<file path="src/rtl/mspu_pkg.sv">
// Shared memory-stage definitions.
// Access-width codes and the memory FSM states.
package mspu_pkg;

  localparam logic [1:0] BYTES_WORD = 2'd0;
  localparam logic [1:0] BYTES_BYTE = 2'd1;
  localparam logic [1:0] BYTES_HALF = 2'd2;

  typedef enum logic [1:0] {
    IDLE,
    REQ,
    WAIT_R
  } mem_state_t;

endpackage

</file>
<file path="src/rtl/load_extract.sv">
// Load lane selection and extension.
// Picks the addressed byte/half from a full read word.
module load_extract
  import mspu_pkg::*;
(
  input  logic [31:0] rdata_i,
  input  logic [1:0]  addr_i,
  input  logic [1:0]  bytes_i,
  input  logic        unsigned_i,
  output logic [31:0] data_o
);

  logic [7:0]  byte_v;
  logic [15:0] half_v;
  logic        sgn;

  always_comb begin
    byte_v = rdata_i[{addr_i, 3'b000} +: 8];
    half_v = rdata_i[{addr_i[1], 4'b0000} +: 16];
    sgn    = 1'b0;
    data_o = rdata_i;
    unique case (1'b1)
      (bytes_i == BYTES_BYTE): begin
        sgn    = ~unsigned_i & byte_v[7];
        data_o = {{24{sgn}}, byte_v};
      end
      (bytes_i == BYTES_HALF): begin
        sgn    = ~unsigned_i & half_v[15];
        data_o = {{16{sgn}}, half_v};
      end
      default: data_o = rdata_i;
    endcase
  end

endmodule

</file>
<file path="src/rtl/memory_access.sv">
// Memory pipeline stage: data-memory loads/stores
// over a valid/ready channel, ALU results pass through.
module memory_access
  import mspu_pkg::*;
(
  input  logic        clk,
  input  logic        reset,
  input  logic        run,
  input  logic [31:0] alu_result,
  input  logic        mem_to_reg_in,
  input  logic [1:0]  bytes_in,
  input  logic [31:0] wdata_in,
  input  logic        we_in,
  input  logic        re_in,
  input  logic [4:0]  rd_in,
  input  logic        reg_we_in,
  input  logic        unsigned_flag,
  output logic        stall,
  output logic        dmem_valid,
  input  logic        dmem_ready,
  output logic [31:0] dmem_addr,
  output logic        dmem_we,
  output logic [3:0]  dmem_wstrb,
  output logic [31:0] dmem_wdata,
  input  logic        dmem_rvalid,
  input  logic [31:0] dmem_rdata,
  output logic        run_out,
  output logic [31:0] wb_data,
  output logic [4:0]  rd_out,
  output logic        reg_we_out,
  output logic        misalign
);

  mem_state_t  state_q, state_d;
  logic [31:0] addr_q, addr_d;
  logic [31:0] wdata_q, wdata_d;
  logic [3:0]  wstrb_q, wstrb_d;
  logic        we_q, we_d;
  logic [1:0]  bytes_q, bytes_d;
  logic        uns_q, uns_d;
  logic        m2r_q, m2r_d;
  logic [4:0]  rd_q, rd_d;
  logic        rwe_q, rwe_d;
  logic        run_out_q, run_out_d;
  logic        mis_q, mis_d;
  logic [31:0] wb_q, wb_d;
  logic [4:0]  rd_out_q, rd_out_d;
  logic        rwe_out_q, rwe_out_d;

  logic        is_mem;
  logic        is_mis;
  logic [3:0]  st_strb;
  logic [31:0] st_data;
  logic [31:0] ld_data;

  load_extract u_ext (
    .rdata_i    (dmem_rdata),
    .addr_i     (addr_q[1:0]),
    .bytes_i    (bytes_q),
    .unsigned_i (uns_q),
    .data_o     (ld_data)
  );

  // Store lane placement and alignment check on the incoming op
  always_comb begin
    is_mem  = we_in | re_in;
    st_strb = 4'b1111;
    st_data = wdata_in;
    is_mis  = 1'b0;
    unique case (1'b1)
      (bytes_in == BYTES_BYTE): begin
        st_strb = 4'b0001 << alu_result[1:0];
        st_data = {4{wdata_in[7:0]}};
      end
      (bytes_in == BYTES_HALF): begin
        st_strb = 4'b0011 << alu_result[1:0];
        st_data = {2{wdata_in[15:0]}};
        is_mis  = alu_result[0];
      end
      default: is_mis = (alu_result[1:0] != 2'b00);
    endcase
  end

  always_comb begin
    state_d   = state_q;
    addr_d    = addr_q;
    wdata_d   = wdata_q;
    wstrb_d   = wstrb_q;
    we_d      = we_q;
    bytes_d   = bytes_q;
    uns_d     = uns_q;
    m2r_d     = m2r_q;
    rd_d      = rd_q;
    rwe_d     = rwe_q;
    run_out_d = 1'b0;
    mis_d     = 1'b0;
    wb_d      = wb_q;
    rd_out_d  = rd_out_q;
    rwe_out_d = rwe_out_q;
    case (state_q)
      IDLE: begin
        if (run) begin
          if (!is_mem) begin
            run_out_d = 1'b1;
            wb_d      = alu_result;
            rd_out_d  = rd_in;
            rwe_out_d = reg_we_in;
          end else if (is_mis) begin
            run_out_d = 1'b1;
            mis_d     = 1'b1;
            wb_d      = alu_result;
            rd_out_d  = rd_in;
            rwe_out_d = 1'b0;
          end else begin
            state_d = REQ;
            addr_d  = alu_result;
            wdata_d = st_data;
            wstrb_d = we_in ? st_strb : 4'b0000;
            we_d    = we_in;
            bytes_d = bytes_in;
            uns_d   = unsigned_flag;
            m2r_d   = mem_to_reg_in;
            rd_d    = rd_in;
            rwe_d   = reg_we_in;
          end
        end
      end
      REQ: begin
        if (dmem_ready) begin
          if (we_q) begin
            state_d   = IDLE;
            run_out_d = 1'b1;
            wb_d      = addr_q;
            rd_out_d  = rd_q;
            rwe_out_d = rwe_q;
          end else begin
            state_d = WAIT_R;
          end
        end
      end
      WAIT_R: begin
        if (dmem_rvalid) begin
          state_d   = IDLE;
          run_out_d = 1'b1;
          wb_d      = m2r_q ? ld_data : addr_q;
          rd_out_d  = rd_q;
          rwe_out_d = rwe_q;
        end
      end
      default: state_d = IDLE;
    endcase
  end

  always_ff @(posedge clk) begin
    if (reset) begin
      state_q   <= IDLE;
      addr_q    <= '0;
      wdata_q   <= '0;
      wstrb_q   <= '0;
      we_q      <= 1'b0;
      bytes_q   <= '0;
      uns_q     <= 1'b0;
      m2r_q     <= 1'b0;
      rd_q      <= '0;
      rwe_q     <= 1'b0;
      run_out_q <= 1'b0;
      mis_q     <= 1'b0;
      wb_q      <= '0;
      rd_out_q  <= '0;
      rwe_out_q <= 1'b0;
    end else begin
      state_q   <= state_d;
      addr_q    <= addr_d;
      wdata_q   <= wdata_d;
      wstrb_q   <= wstrb_d;
      we_q      <= we_d;
      bytes_q   <= bytes_d;
      uns_q     <= uns_d;
      m2r_q     <= m2r_d;
      rd_q      <= rd_d;
      rwe_q     <= rwe_d;
      run_out_q <= run_out_d;
      mis_q     <= mis_d;
      wb_q      <= wb_d;
      rd_out_q  <= rd_out_d;
      rwe_out_q <= rwe_out_d;
    end
  end

  assign stall      = (state_q != IDLE);
  assign dmem_valid = (state_q == REQ);
  assign dmem_addr  = {addr_q[31:2], 2'b00};
  assign dmem_we    = we_q;
  assign dmem_wstrb = wstrb_q;
  assign dmem_wdata = wdata_q;
  assign run_out    = run_out_q;
  assign misalign   = mis_q;
  assign wb_data    = wb_q;
  assign rd_out     = rd_out_q;
  assign reg_we_out = rwe_out_q;

endmodule

</file>
<file path="config.mk">
export PLATFORM = sky130hd
export DESIGN_NAME = memory_access
export DESIGN_NICKNAME = d
export VERILOG_FILES = /design/src/rtl/mspu_pkg.sv /design/src/rtl/load_extract.sv /design/src/rtl/memory_access.sv
export SDC_FILE = /design/constraint.sdc
export NUM_CORES = 1
export LEC_CHECK = 0
export CAP_MARGIN = 20
export CORE_MARGIN = 10
export CORE_UTILIZATION = 46
export CTS_CLUSTER_DIAMETER = 30
export DETAILED_ROUTE_END_ITERATION = 6
export GPL_TIMING_DRIVEN = 0
export HOLD_SLACK_MARGIN = 0.15
export PLACE_DENSITY_LB_ADDON = 0.2
export RECOVER_POWER = 100
export SETUP_SLACK_MARGIN = 0.05
export SLEW_MARGIN = 20
export SYNTH_ARGS = -nofsm -noshare
export SYNTH_HDL_FRONTEND = slang
export SYNTH_SLANG_ARGS = --single-unit
</file>
<file path="constraint.sdc">
create_clock -name clk -period 2.5 [get_ports clk]
set_input_delay 0.375 -clock clk [delete_from_list [all_inputs] [get_ports clk]]
set_output_delay 0.375 -clock clk [all_outputs]
set_load 0.02 [all_outputs]
</file>
==> impl_metrics.env <==
export IMPL_status="finished clean"
export IMPL_fin_nets=1171
export IMPL_grt_remaining_overflow=0
export IMPL_synthArstFlopShare_pct=0
export IMPL_synth_top_area_share_pct=37.13
export IMPL_rows=43
export IMPL_gp_congestion=0.9413
export IMPL_cp_max_fo=10
export IMPL_synth_xor_area_share_pct=0
export IMPL_clock_path_buffers=2
export IMPL_min_period_ns=2.346
export IMPL_synth_simple_gate_area_share_pct=19.10
export IMPL_synth_top_family_by_area="compound AO/OA/AOI/OAI gates"
export IMPL_holdWs_ns=0.3442
export IMPL_antenna_left=0
export IMPL_crit_arrival_ns=2.69
export IMPL_skew_ns=0.005747
export IMPL_sequentialPowerShare_pct=34.7
export IMPL_critPathMaxStageDelay_ns=0.50
export IMPL_hold_class="input port to flop"
export IMPL_final_util_pct=68.29
export IMPL_yosysTopAreaCell="dfxtp_1"
export IMPL_synthCells=810
export IMPL_tns_ns=0
export IMPL_drv_slew=0
export IMPL_timing_final_ws_setup_ns=0.1539
export IMPL_cts_sinks=121
export IMPL_grt_max_degree=17
export IMPL_yosys_warnings=0
export IMPL_wl_mm=25.25
export IMPL_initial_core_util_pct=47.00
export IMPL_vias=7013
export IMPL_synth_seq_area_share_pct=37.13
export IMPL_cp_num_buf_inv=4
export IMPL_cts_buffers=17
export IMPL_grt_setup_unrepaired="yes"
export IMPL_tightest_slew_ns=0.7046
export IMPL_worst_r2r_endpoint="wb_data[23]"
export IMPL_first_pass_iters=6
export IMPL_hpwl_mm=19.30
export IMPL_synth_fa_ha_area_share_pct=1.534
export IMPL_crit_chain="clkdlybuf4s50_1 > inv_1 > ha_1 > a2bb2oi_2 > nand2_1 > nor2_2 > buf_4 > clkbuf_2 > nand2_1 > a21oi_1"
export IMPL_grt_usage_pct=25.09
export IMPL_coreArea_mm2=0.01388
export IMPL_crit_top_cell="nand2_1"
export IMPL_viasPerCell=5.633
export IMPL_dieArea_mm2=0.01935
export IMPL_synth_edf_count=0
export IMPL_grt_pass1_vias=6950
export IMPL_cts_tree="yes"
export IMPL_max_slew_margin_rel_pct=53.03
export IMPL_hold_buffers=0
export IMPL_worstHoldPathCells=3
export IMPL_synth_compound_area_share_pct=28.67
export IMPL_grt_first_pass_wirelength_mm=39.14
export IMPL_comb_power_share_pct=27.8
export IMPL_critPathSlowestCell="clkdlybuf4s50_1"
export IMPL_die_y_um=139.1
export IMPL_finalSetupViolCount=0
export IMPL_yosysMostFrequentCell="nand2_1"
export IMPL_synth_cell_types=54
export IMPL_max_cap_violations=0
export IMPL_synthesis_area_mm2=0.006524
export IMPL_p_per_area_mw_per_mm2=668.8
export IMPL_p_int_mw=4.358
export IMPL_crit_family="buffers and inverters"
export IMPL_route_detailed_drc=0
export IMPL_muxShareOfSynthArea_pct=3.606
export IMPL_synth_top_cells_by_area="dfxtp_1 (37%), nand2_1 (9.6%), a21oi_1 (7.6%)"
export IMPL_crit_path_start_kind="input port"
export IMPL_hold_violations=0
export IMPL_synth_common_cells="nand2_1 (167), dfxtp_1 (121), a21oi_1 (99), nor2_1 (56), clkbuf_1 (45)"
export IMPL_r2r_cells=9
export IMPL_cts_root_buf="clkbuf_16"
export IMPL_fillerInstances=1180
export IMPL_htreeDepth=4
export IMPL_p_sw_share_pct=31.26
export IMPL_die_x_um=139.1
export IMPL_clk_pin_slew_ns=0.06
export IMPL_end_kind="flop"
export IMPL_rrSetupSlack_ns=0.17
export IMPL_synth_area_per_cell_um2=8.054
export IMPL_critPathKind="input port to flop"
export IMPL_pre_cts_ws_ns=-0.5912
export IMPL_area_growth_pct=45.30
export IMPL_grt_antenna_before_repair=2
export IMPL_wl_per_cell_um=20.28
export IMPL_ys_flop_type="dfxtp_1"
export IMPL_p_switching_mw=1.982
export IMPL_p_leak_nw=3.836
export IMPL_io_pins=224
export IMPL_insertion_delay_ns=0.42
export IMPL_ir_worst_vdd_mv=0.5009
export IMPL_fmax_mhz=426.2
export IMPL_p_clk_share_pct=37.5
export IMPL_regToRegStartpoint="state_q[0]"
export IMPL_min_to="misalign"
export IMPL_ys_ff_latch=121
export IMPL_cp_data_required_time_ns=2.84
export IMPL_drive_gt1_share_pct=12.70
export IMPL_drtIter0Drc=568
export IMPL_min_from="alu_result[1]"
export IMPL_period_share_pct=93.84
export IMPL_portBuffers=219
worst reg2reg max path, delay by kind of cell, from the launching register on:
family                   cells  cell delay, ns
AO/OA/AOI/OAI                3            0.50
adder cells (fa/ha/maj)      1            0.33
AND/OR/NAND/NOR              2            0.51
flip-flops                   1            0.38
buffers and inverters        3            0.46
area by class of cell:
type / count / area, um^2 / share of cell area (%)
well taps: 180 / 225.2 / 2.376
flip-flops and latches: 121 / 2422 / 25.55
clock buffers: 24 / 471.7 / 4.976
inverters: 14 / 52.55 / 0.5544
diodes: 2 / 5.005 / 0.05280
plain buffers: 104 / 598.1 / 6.309
repair buffers: 220 / 2200 / 23.20
clock inverters: 8 / 95.09 / 1.003
multi-input cells: 572 / 3410 / 35.97
metal layers:
metal | track usage (%) | vias to the layer above | share of wire (%)
met1 | 32.80 | 3257 | 43
met5 | 0 | - | 0
li1 | - | 3327 | -
met3 | 8.219 | 57 | 10
met4 | 10.10 | 0 | 3.0
met2 | 37.12 | 372 | 44
power groups by stage:
stage          sequential, mW  clock, mW  combinational (mW)
2_1_floorplan            2.38          0               0.861
3_3_place_gp             2.24          0                1.80
3_5_place_dp             2.24          0                1.81
4_1_cts                  2.20       2.40                1.83
5_1_grt                  2.22       2.49                1.89
6_report                 2.20       2.38                1.76
state kept, by name, summed over array words and instances (netlist names), 2 cells and up:
signal and cells:
addr_q 32, dmem_wdata 32, wb_data 32, rd_out 5
rd_q 5, dmem_wstrb 4, bytes_q 2, state_q 2
cell usage in the layout, fill, tap and decap left out, types with 10 or more instances in the layout:
cell type / count
o221ai_1: 16
mux2i_1: 13
a21oi_1: 99
buf_4: 39
nor2b_1: 12
a221oi_1: 10
clkbuf_16: 17
nor2_1: 55
nand2_1: 167
clkbuf_2: 12
clkdlybuf4s50_1: 110
dlygate4sd3_1: 109
dfxtp_1: 121
clkbuf_1: 42
a211oi_1: 15
o21ai_0: 22
a22oi_1: 15
o311ai_0: 12
a22o_1: 15
nor3_1: 19
buf_2: 10
inv_1: 14
nand3b_1: 10
cells by family (layout without fill, tap and decap cells):
group           after synthesis  in the layout
simple gates                289            289
compound gates              251            251
flops                       121            121
buf+inv                     118            370
mux                          22             22
fa+ha+maj                     8              8
other cells                   1              4
how the worst max path moves through the flow:
stage | start | to | cells after the start
2_1_floorplan | state_q[1] | reg_we_out | 8
3_3_place_gp | bytes_in[0] | addr_q[1] | 9
3_5_place_dp | bytes_in[0] | addr_q[19] | 9
4_1_cts | state_q[0] | wb_data[4] | 7
5_1_grt | bytes_in[0] | dmem_wdata[28] | 10
6_report | bytes_in[0] | dmem_wdata[28] | 10
repair_timing:
action                                  in CTS  in global routing
endpoints found under the setup margin      69                 64
cloned                                       0                  0
buffers inserted                             0                  1
endpoints found under the hold margin        0                  0
pin swaps                                    0                  2
resized for setup                            6                 15
stage by stage:
step / std cells / instance area (um^2) / total power, mW
final: 1245 / 9479 / 6.340
after CTS: 1242 / 9519 / 6.431
after global placement: 1210 / 8945 / 4.040
after detailed placement: 1210 / 8945 / 4.055
after floorplan: 811 / 6528 / 3.245
after global routing: 1245 / 9479 / 6.595
No activity file was read; power rests on OpenSTA's default activity.
